**src/rtl/maze_pkg.sv**
```systemverilog
// Shared maze definitions: headings, motion FSM states and wall-bitmap index helpers.
// Also used by the scene and player renderers.
package maze_pkg;

  typedef enum logic [1:0] {
    DIR_RIGHT = 2'd0,
    DIR_DOWN  = 2'd1,
    DIR_LEFT  = 2'd2,
    DIR_UP    = 2'd3
  } dir_t;

  typedef enum logic [1:0] {
    S_WAIT,
    S_DECIDE,
    S_STEP,
    S_NOTIFY
  } state_t;

  // Bit of h_walls holding the top edge of cell (c,r).
  function automatic int h_idx(input int c, input int r, input int cols);
    return r * cols + c;
  endfunction

  // Bit of v_walls holding the left edge of cell (c,r).
  function automatic int v_idx(input int c, input int r, input int cols);
    return r * (cols + 1) + c;
  endfunction

  function automatic dir_t reverse(input dir_t d);
    return dir_t'(d ^ 2'd2);
  endfunction

endpackage

```
**src/rtl/maze_mover_if.sv**
```systemverilog
// Mover-to-renderer link: sprite position/heading plus the step_valid/draw_busy handshake.
interface maze_mover_if #(
  parameter int PX_W = 9,
  parameter int PY_W = 9,
  parameter int CI_W = 8
);
  import maze_pkg::*;

  logic            draw_busy;
  logic [PX_W-1:0] pos_x;
  logic [PY_W-1:0] pos_y;
  dir_t            direction;
  logic            blocked;
  logic            step_valid;
  logic            cell_entered;
  logic [CI_W-1:0] cell_index;

  modport master (
    input  draw_busy,
    output pos_x, pos_y, direction, blocked, step_valid, cell_entered, cell_index
  );

  modport slave (
    output draw_busy,
    input  pos_x, pos_y, direction, blocked, step_valid, cell_entered, cell_index
  );

endinterface

```
**src/rtl/maze_wall_lookup.sv**
```systemverilog
// Combinational side check: is side dir of cell (col,row) open, counting walls and grid edges.
module maze_wall_lookup
  import maze_pkg::*;
#(
  parameter int COLS = 10,
  parameter int ROWS = 15,
  parameter int CX_W = $clog2(COLS),
  parameter int CY_W = $clog2(ROWS)
) (
  input  logic [CX_W-1:0]          col,
  input  logic [CY_W-1:0]          row,
  input  dir_t                     dir,
  input  logic [(ROWS+1)*COLS-1:0] h_walls,
  input  logic [ROWS*(COLS+1)-1:0] v_walls,
  output logic                     open
);

  localparam int HI_W = $clog2((ROWS + 1) * COLS);
  localparam int VI_W = $clog2(ROWS * (COLS + 1));

  int              c;
  int              r;
  logic [HI_W-1:0] hi_top;
  logic [HI_W-1:0] hi_bot;
  logic [VI_W-1:0] vi_left;
  logic [VI_W-1:0] vi_right;

  always_comb begin
    c        = 32'(col);
    r        = 32'(row);
    hi_top   = HI_W'(h_idx(c, r, COLS));
    hi_bot   = HI_W'(h_idx(c, r + 1, COLS));
    vi_left  = VI_W'(v_idx(c, r, COLS));
    vi_right = VI_W'(v_idx(c + 1, r, COLS));
    open     = 1'b0;
    // Edge terms keep the sprite inside the grid even with an empty wall map.
    case (dir)
      DIR_RIGHT: open = ~v_walls[vi_right] & (c < COLS - 1);
      DIR_DOWN:  open = ~h_walls[hi_bot]   & (r < ROWS - 1);
      DIR_LEFT:  open = ~v_walls[vi_left]  & (c > 0);
      DIR_UP:    open = ~h_walls[hi_top]   & (r > 0);
      default:   open = 1'b0;
    endcase
  end

endmodule

```
**src/rtl/maze_mover.sv**
```systemverilog
// Player motion engine: one pixel per tick across the maze grid, buffered turns applied
// at cell alignment, each completed step handed to the renderer.
module maze_mover
  import maze_pkg::*;
#(
  parameter int COLS      = 10,
  parameter int ROWS      = 15,
  parameter int CELL_LOG2 = 5,
  parameter int START_COL = 0,
  parameter int START_ROW = 0,
  parameter int START_DIR = 2
) (
  input  logic                     clk,
  input  logic                     rst,
  input  logic [3:0]               btn,
  input  logic [(ROWS+1)*COLS-1:0] h_walls,
  input  logic [ROWS*(COLS+1)-1:0] v_walls,
  input  logic                     tick,
  maze_mover_if.master             bus
);

  localparam int CX_W = $clog2(COLS);
  localparam int CY_W = $clog2(ROWS);
  localparam int PX_W = CX_W + CELL_LOG2;
  localparam int PY_W = CY_W + CELL_LOG2;
  localparam int CI_W = $clog2(ROWS * COLS);

  localparam logic [PX_W-1:0] START_X = PX_W'(START_COL * (2 ** CELL_LOG2));
  localparam logic [PY_W-1:0] START_Y = PY_W'(START_ROW * (2 ** CELL_LOG2));
  localparam dir_t            START_D = dir_t'(START_DIR[1:0]);

  state_t          state;
  logic [PX_W-1:0] pos_x;
  logic [PY_W-1:0] pos_y;
  dir_t            dir;
  dir_t            pend_dir;
  logic            pend_v;
  logic            blocked;
  logic            sv_q;
  logic            ce_q;
  logic [CI_W-1:0] cell_idx;

  logic [CX_W-1:0] col;
  logic [CY_W-1:0] row;
  logic            aligned;
  logic            open_pend;
  logic            open_cur;
  dir_t            btn_dir;
  logic [PX_W-1:0] nx;
  logic [PY_W-1:0] ny;
  logic            n_aligned;
  logic [CI_W-1:0] n_idx;

  assign col     = pos_x[PX_W-1:CELL_LOG2];
  assign row     = pos_y[PY_W-1:CELL_LOG2];
  assign aligned = ~|pos_x[CELL_LOG2-1:0] & ~|pos_y[CELL_LOG2-1:0];

  maze_wall_lookup #(.COLS(COLS), .ROWS(ROWS)) u_open_pend (
    .col(col), .row(row), .dir(pend_dir),
    .h_walls(h_walls), .v_walls(v_walls), .open(open_pend)
  );

  maze_wall_lookup #(.COLS(COLS), .ROWS(ROWS)) u_open_cur (
    .col(col), .row(row), .dir(dir),
    .h_walls(h_walls), .v_walls(v_walls), .open(open_cur)
  );

  always_comb begin
    btn_dir = DIR_UP;
    if (btn[0])      btn_dir = DIR_RIGHT;
    else if (btn[1]) btn_dir = DIR_DOWN;
    else if (btn[2]) btn_dir = DIR_LEFT;
  end

  always_comb begin
    nx = pos_x;
    ny = pos_y;
    case (dir)
      DIR_RIGHT: nx = pos_x + PX_W'(1);
      DIR_DOWN:  ny = pos_y + PY_W'(1);
      DIR_LEFT:  nx = pos_x - PX_W'(1);
      DIR_UP:    ny = pos_y - PY_W'(1);
      default:   nx = pos_x;
    endcase
    n_aligned = ~|nx[CELL_LOG2-1:0] & ~|ny[CELL_LOG2-1:0];
    n_idx     = CI_W'(32'(ny[PY_W-1:CELL_LOG2]) * 32'(COLS) + 32'(nx[PX_W-1:CELL_LOG2]));
  end

  always_ff @(posedge clk) begin
    if (!rst) begin
      state    <= S_WAIT;
      pos_x    <= START_X;
      pos_y    <= START_Y;
      dir      <= START_D;
      pend_dir <= DIR_RIGHT;
      pend_v   <= 1'b0;
      blocked  <= 1'b0;
      sv_q     <= 1'b0;
      ce_q     <= 1'b0;
      cell_idx <= '0;
    end else begin
      sv_q <= 1'b0;
      ce_q <= 1'b0;
      case (state)
        S_WAIT: begin
          if (tick && !bus.draw_busy) begin
            if (aligned) begin
              state <= S_DECIDE;
            end else begin
              // Reversal needs no wall check: the cell just left is known to be open.
              if (pend_v && pend_dir == reverse(dir)) begin
                dir     <= pend_dir;
                pend_v  <= 1'b0;
                blocked <= 1'b0;
              end
              state <= S_STEP;
            end
          end
        end
        S_DECIDE: begin
          if (pend_v && open_pend) begin
            dir     <= pend_dir;
            pend_v  <= 1'b0;
            blocked <= 1'b0;
          end else begin
            blocked <= ~open_cur;
          end
          state <= S_STEP;
        end
        S_STEP: begin
          if (blocked) begin
            state <= S_WAIT;
          end else begin
            pos_x <= nx;
            pos_y <= ny;
            sv_q  <= 1'b1;
            ce_q  <= n_aligned;
            if (n_aligned) cell_idx <= n_idx;
            state <= S_NOTIFY;
          end
        end
        S_NOTIFY: state <= S_WAIT;
        default:  state <= S_WAIT;
      endcase
      // A new press overrides a clear made by a turn applied on the same edge.
      if (|btn) begin
        pend_dir <= btn_dir;
        pend_v   <= 1'b1;
      end
    end
  end

  // Pulses are masked by rst so a reset landing on the notify cycle emits nothing.
  assign bus.pos_x        = pos_x;
  assign bus.pos_y        = pos_y;
  assign bus.direction    = dir;
  assign bus.blocked      = blocked;
  assign bus.step_valid   = sv_q & rst;
  assign bus.cell_entered = ce_q & rst;
  assign bus.cell_index   = cell_idx;

endmodule

```
**src/flat_wrapper.sv**
```systemverilog
// flat-port wrapper written by rule: the top's interface ports become plain ports
module maze_mover_flat import maze_pkg::*;
#(
  parameter int COLS      = 10,
  parameter int ROWS      = 15,
  parameter int CELL_LOG2 = 5,
  parameter int START_COL = 0,
  parameter int START_ROW = 0,
  parameter int START_DIR = 2
)
  (clk, rst, btn, h_walls, v_walls, tick, bus_draw_busy, bus_pos_x, bus_pos_y, bus_direction, bus_blocked, bus_step_valid, bus_cell_entered, bus_cell_index);
  maze_mover_if #(.PX_W(9), .PY_W(9), .CI_W(8)) bus_i ();
  input  logic clk;
  input  logic rst;
  input  logic [3:0] btn;
  input  logic [(ROWS+1)*COLS-1:0] h_walls;
  input  logic [ROWS*(COLS+1)-1:0] v_walls;
  input  logic tick;
  input wire logic [$bits(bus_i.draw_busy)-1:0] bus_draw_busy;
  output wire logic [$bits(bus_i.pos_x)-1:0] bus_pos_x;
  output wire logic [$bits(bus_i.pos_y)-1:0] bus_pos_y;
  output wire logic [$bits(bus_i.direction)-1:0] bus_direction;
  output wire logic [$bits(bus_i.blocked)-1:0] bus_blocked;
  output wire logic [$bits(bus_i.step_valid)-1:0] bus_step_valid;
  output wire logic [$bits(bus_i.cell_entered)-1:0] bus_cell_entered;
  output wire logic [$bits(bus_i.cell_index)-1:0] bus_cell_index;
  assign bus_i.draw_busy = bus_draw_busy;
  assign bus_pos_x = bus_i.pos_x;
  assign bus_pos_y = bus_i.pos_y;
  assign bus_direction = bus_i.direction;
  assign bus_blocked = bus_i.blocked;
  assign bus_step_valid = bus_i.step_valid;
  assign bus_cell_entered = bus_i.cell_entered;
  assign bus_cell_index = bus_i.cell_index;
  maze_mover #(.COLS(COLS), .ROWS(ROWS), .CELL_LOG2(CELL_LOG2), .START_COL(START_COL), .START_ROW(START_ROW), .START_DIR(START_DIR)) u_core (.clk(clk), .rst(rst), .btn(btn), .h_walls(h_walls), .v_walls(v_walls), .tick(tick), .bus(bus_i));
endmodule
```
**config.mk**
```make
export PLATFORM = sky130hd
export DESIGN_NAME = maze_mover_flat
export DESIGN_NICKNAME = d
export VERILOG_FILES = /design/src/rtl/maze_pkg.sv /design/src/rtl/maze_mover_if.sv /design/src/rtl/maze_wall_lookup.sv /design/src/rtl/maze_mover.sv /design/src/flat_wrapper.sv
export SDC_FILE = /design/constraint.sdc
export NUM_CORES = 1
export LEC_CHECK = 0
export CAP_MARGIN = 30
export CORE_MARGIN = 2
export CORE_UTILIZATION = 35
export CTS_CLUSTER_SIZE = 16
export DETAILED_ROUTE_END_ITERATION = 12
export PLACE_DENSITY = 0.66
export SLEW_MARGIN = 10
export SYNTH_ARGS = -nofsm -noshare
export SYNTH_HDL_FRONTEND = slang
export SYNTH_SLANG_ARGS = --single-unit
```
**constraint.sdc**
```tcl
create_clock -name clk -period 12.79 [get_ports clk]
set_clock_uncertainty 0.2 [all_clocks]
set_input_delay 3.1975 -clock clk [delete_from_list [all_inputs] [get_ports clk]]
set_output_delay 3.1975 -clock clk [all_outputs]
set_load 0.02 [all_outputs]
```
==> metrics.txt <==
# TYPE chip_impl_metric gauge
chip_impl_metric{name="cellPowerDensity",unit="nW/um^2"} 199
chip_impl_metric{name="synth-edff-count",unit=""} 0
chip_impl_metric{name="overall_via_count_from_detail_route",unit=""} 9197
chip_impl_metric{name="ys_warn_count",unit=""} 0
chip_impl_metric{name="postCtsResizedCells",unit=""} 0
chip_impl_metric{name="postRouteAntennaNets",unit=""} 0
chip_impl_info{name="synth_top_flop_cell",value="sky130_fd_sc_hd__dfxtp_1"} 1
chip_impl_metric{name="irDropWorstVdd",unit="mV"} 0.128
chip_impl_metric{name="fraction_of_post_synthesis_cell_area_in_the_top_cell_type_by_area",unit="%"} 33.5
chip_impl_info{name="cp-end-kind",value="output pin"} 1
chip_impl_info{name="outcome",value="finished, final reports clean"} 1
chip_impl_metric{name="hold_viol_final",unit=""} 0
chip_impl_metric{name="synth_fp_nets",unit=""} 1316
chip_impl_metric{name="grt.total_usage",unit="%"} 22.7
chip_impl_metric{name="post_drt_wl_per_cell",unit="um"} 20.6
chip_impl_metric{name="fp.dieArea",unit="um^2"} 28200
chip_impl_info{name="synth.cells.most_frequent",value="sky130_fd_sc_hd__mux4_2 (140), sky130_fd_sc_hd__mux2i_1 (117), sky130_fd_sc_hd__nand2_1 (63)"} 1
chip_impl_metric{name="power_switching_share",unit="%"} 47.0
chip_impl_metric{name="tightestPinTransition",unit="ns"} 0.971
chip_impl_metric{name="clock_power_share",unit="%"} 5.3
chip_impl_metric{name="grt_antenna_before_repair",unit=""} 0
chip_impl_metric{name="worst-r2r-setup-slack",unit="ns"} 7.07
chip_impl_metric{name="fp.coreArea",unit="um^2"} 26700
chip_impl_metric{name="detail_route.wirelength",unit="um"} 32600
chip_impl_metric{name="cp_slowest_stage_delay",unit="ns"} 0.75
chip_impl_metric{name="cp.buffers_inverters",unit=""} 2
chip_impl_metric{name="relative_slew_margins",unit="%"} 35.0
chip_impl_metric{name="drive_gt1_share",unit="%"} 16.4
chip_impl_metric{name="postSynth.asyncResetShare",unit="%"} 0
chip_impl_info{name="synth_most_common_cell",value="sky130_fd_sc_hd__mux4_2"} 1
chip_impl_info{name="post_synth_main_area_contributors",value="sky130_fd_sc_hd__mux4_2 (33%), sky130_fd_sc_hd__mux2i_1 (12%), sky130_fd_sc_hd__dfxtp_1 (7.7%)"} 1
chip_impl_metric{name="cts-root-to-sink-buffers",unit=""} 2
chip_impl_metric{name="worst_skew_pair.late_latency",unit="ns"} 0.29
chip_impl_metric{name="yosys.area_share.simple",unit="%"} 10.3
chip_impl_metric{name="worstPathArrival",unit="ns"} 4.74
chip_impl_info{name="cp_slowest_cell",value="sky130_fd_sc_hd__clkdlybuf4s50_1"} 1
chip_impl_metric{name="cts_setup_buffers",unit=""} 0
chip_impl_metric{name="numCtsBuffers",unit=""} 5
chip_impl_metric{name="dp_hpwl",unit="um"} 26900
chip_impl_metric{name="combPwrFrac",unit="%"} 87.1
chip_impl_metric{name="finalSetupViolations",unit=""} 0
chip_impl_info{name="critPathLaunchType",value="input port"} 1
chip_impl_metric{name="maxCapViolCount",unit=""} 0
chip_impl_info{name="critical_path_cell_sequence",value="clkdlybuf4s50_1 > and2_1 > clkdlybuf4s50_1"} 1
chip_impl_metric{name="final.fill_count",unit=""} 2477
chip_impl_metric{name="gp_congestion",unit=""} 0.873
chip_impl_info{name="worst-setup-path-type",value="in -> out"} 1
chip_impl_metric{name="netlist_area",unit="um^2"} 9420
chip_impl_metric{name="fin_crit",unit="ns"} 8.13
chip_impl_metric{name="remaining_drc_errors",unit=""} 0
chip_impl_metric{name="synth_compound_gate_area_share",unit="%"} 13.7
chip_impl_metric{name="synth_adder_area_share",unit="%"} 9.12
chip_impl_info{name="unrepaired_setup_endpoints_after_global_routing",value="false"} 1
chip_impl_metric{name="num-nets-final",unit=""} 1637
chip_impl_metric{name="firstDrtPassIters",unit=""} 5
chip_impl_info{name="dominant_combinational_cell_family_by_area_after_synthesis",value="multiplexers"} 1
chip_impl_metric{name="total_switching_power",unit="uW"} 1270
chip_impl_metric{name="die_width",unit="um"} 168
chip_impl_info{name="worst_r2r_startpoint",value="u_core.bus.pos_y[5]"} 1
chip_impl_metric{name="fmax",unit="GHz"} 0.123
chip_impl_info{name="root_buffer",value="sky130_fd_sc_hd__clkbuf_16"} 1
chip_impl_metric{name="leakage",unit="uW"} 0.00482
chip_impl_metric{name="p_int",unit="uW"} 1430
chip_impl_info{name="critical_path.top_delay_family",value="buffers and inverters"} 1
chip_impl_metric{name="grt_start_max_net_pins",unit=""} 67
chip_impl_metric{name="synth_seq_cells",unit=""} 36
chip_impl_info{name="worst_setup_path_startpoint",value="rst"} 1
chip_impl_metric{name="final_total_pwr",unit="uW"} 2690
chip_impl_metric{name="synth-xor-area-share",unit="%"} 5.93
chip_impl_metric{name="ys_types",unit=""} 76
chip_impl_metric{name="grt_pass1_wl",unit="um"} 51600
chip_impl_info{name="synth_area_leader_cell",value="sky130_fd_sc_hd__mux4_2"} 1
chip_impl_metric{name="synthMuxAreaShare",unit="%"} 47.9
chip_impl_info{name="path_common_cell",value="sky130_fd_sc_hd__clkdlybuf4s50_1"} 1
chip_impl_metric{name="synth_area_per_cell",unit="um^2"} 10.2
chip_impl_metric{name="worst_setup_hold_path_clk_slew",unit="ns"} 0.06
chip_impl_metric{name="fin_setup_tns",unit="ns"} 0
chip_impl_metric{name="num_rows",unit=""} 60
chip_impl_metric{name="die_h",unit="um"} 168
chip_impl_metric{name="cts.sink_count",unit=""} 36
chip_impl_metric{name="finish.utilization",unit="%"} 50.7
chip_impl_metric{name="largest_fanout_on_the_critical_path",unit=""} 13
chip_impl_metric{name="slew_violations",unit=""} 0
chip_impl_info{name="tritoncts_clock_tree",value="built"} 1
chip_impl_metric{name="initial_core_util",unit="%"} 35.3
chip_impl_metric{name="area_growth_syn_to_layout",unit="%"} 43.5
chip_impl_metric{name="grt_remaining_overflow",unit=""} 0
chip_impl_metric{name="design.portCount",unit=""} 364
chip_impl_metric{name="total_inserted_antenna_cells",unit=""} 0
chip_impl_info{name="hp-class",value="reg -> reg"} 1
chip_impl_metric{name="grt_pass1_vias",unit=""} 9669
chip_impl_metric{name="share_seq_of_total_power",unit="%"} 7.6
chip_impl_metric{name="gate_count_of_the_mapped_netlist",unit=""} 921
chip_impl_info{name="min-delay-start",value="u_core.pend_v"} 1
chip_impl_metric{name="postCtsHoldBufs",unit=""} 0
chip_impl_metric{name="drt_iter0_markers",unit=""} 484
chip_impl_metric{name="timing.final.crit_share",unit="%"} 63.6
chip_impl_metric{name="yosysSeqAreaShare",unit="%"} 7.65
chip_impl_metric{name="per_cell_via_count_in_the_routed_design",unit=""} 5.81
chip_impl_metric{name="crit_required",unit="ns"} 9.39
chip_impl_metric{name="cts.htree.levels",unit=""} 2
chip_impl_metric{name="io_buffer_count",unit=""} 363
sequential cells by signal, indices dropped and copies added, names as in the netlist:
| register | count |
|---|---|
| u_core.bus.blocked | 1 |
| u_core.pend_dir | 2 |
| u_core.bus.direction | 2 |
| u_core.bus.cell_index | 8 |
| u_core.state | 2 |
| u_core.sv_q | 1 |
| u_core.ce_q | 1 |
| u_core.bus.pos_y | 9 |
| u_core.bus.pos_x | 9 |
| u_core.pend_v | 1 |
power by group through the flow:
stage / registers [uW] / clock network, uW / logic (uW)
6_report: 204 / 142 / 2350
5_1_grt: 213 / 151 / 2540
4_1_cts: 205 / 146 / 2360
3_5_place_dp: 207 / 0 / 2350
3_3_place_gp: 207 / 0 / 2300
2_1_floorplan: 178 / 0 / 1800
final timing paths:
kind	cells after the start	endpoint
setup reg to reg	16	u_core.bus.direction[1]
hold / removal	2	u_core.pend_v
setup / recovery	3	bus_cell_entered
hold reg to reg	2	u_core.pend_v
final cells by class:
cell class	count	area [um^2]	share of cell area (%)
Multi-Input combinational cell	782	8230	60.9
Timing Repair Buffer	379	3810	28.2
Sequential cell	36	724	5.36
Tap cell	341	427	3.16
Inverter	38	143	1.06
Clock buffer	5	125	0.926
Clock inverter	3	45.0	0.333
cells in the final DEF, fill, tap and decap left out, drive strengths merged, types with 8 or more instances in the layout:
cell	count
o22ai	8
fa	11
and2	8
buf	16
o21ai	36
dfxtp	36
inv	40
o211ai	10
a21oi	40
mux2i	117
a22oi	20
nor2b	14
nor2	58
nor3	13
clkdlybuf4s50	363
ha	51
mux2	16
a21o	11
nand2	63
xor2	23
xnor2	33
mux4	140
a211oi	11
per-stage QoR:
| step | instance area [um^2] | cells | worst slack [ns] | hold WS [ns] |
|---|---|---|---|---|
| after floorplan | 9420 | 921 | 5.71 | 0.248 |
| after global placement | 13200 | 1570 | 4.66 | 0.281 |
| after detailed placement | 13300 | 1574 | 4.67 | 0.281 |
| after CTS | 13500 | 1582 | 4.66 | 0.293 |
| after global routing | 13500 | 1584 | 4.59 | 0.321 |
| final | 13500 | 1584 | 4.66 | 0.295 |
routing by layer:
metal,routed length [um],vias up,GRT usage (%)
met4,1040,0,6.81
met3,1870,55,3.34
met5,0,-,0
met2,16400,320,41.1
li1,-,4305,-
met1,13300,4517,27.9
tightest hold or removal path: cells and delay by family (launching register included):
family           cells  cell delay, ns
AND/OR/NAND/NOR      1            0.06
AO/OA/AOI/OAI        1            0.05
flip-flops           1            0.33
cells by family after synthesis:
| group | Yosys count |
|---|---|
| muxes | 273 |
| buffers and inverters | 103 |
| DFF | 36 |
| AOI/OAI and AO/OA | 190 |
| xor gates and xnor gates | 57 |
| and+or+nand+nor | 200 |
| adders and majority gates | 62 |
Note: power is estimated with default switching activity, not from simulation.
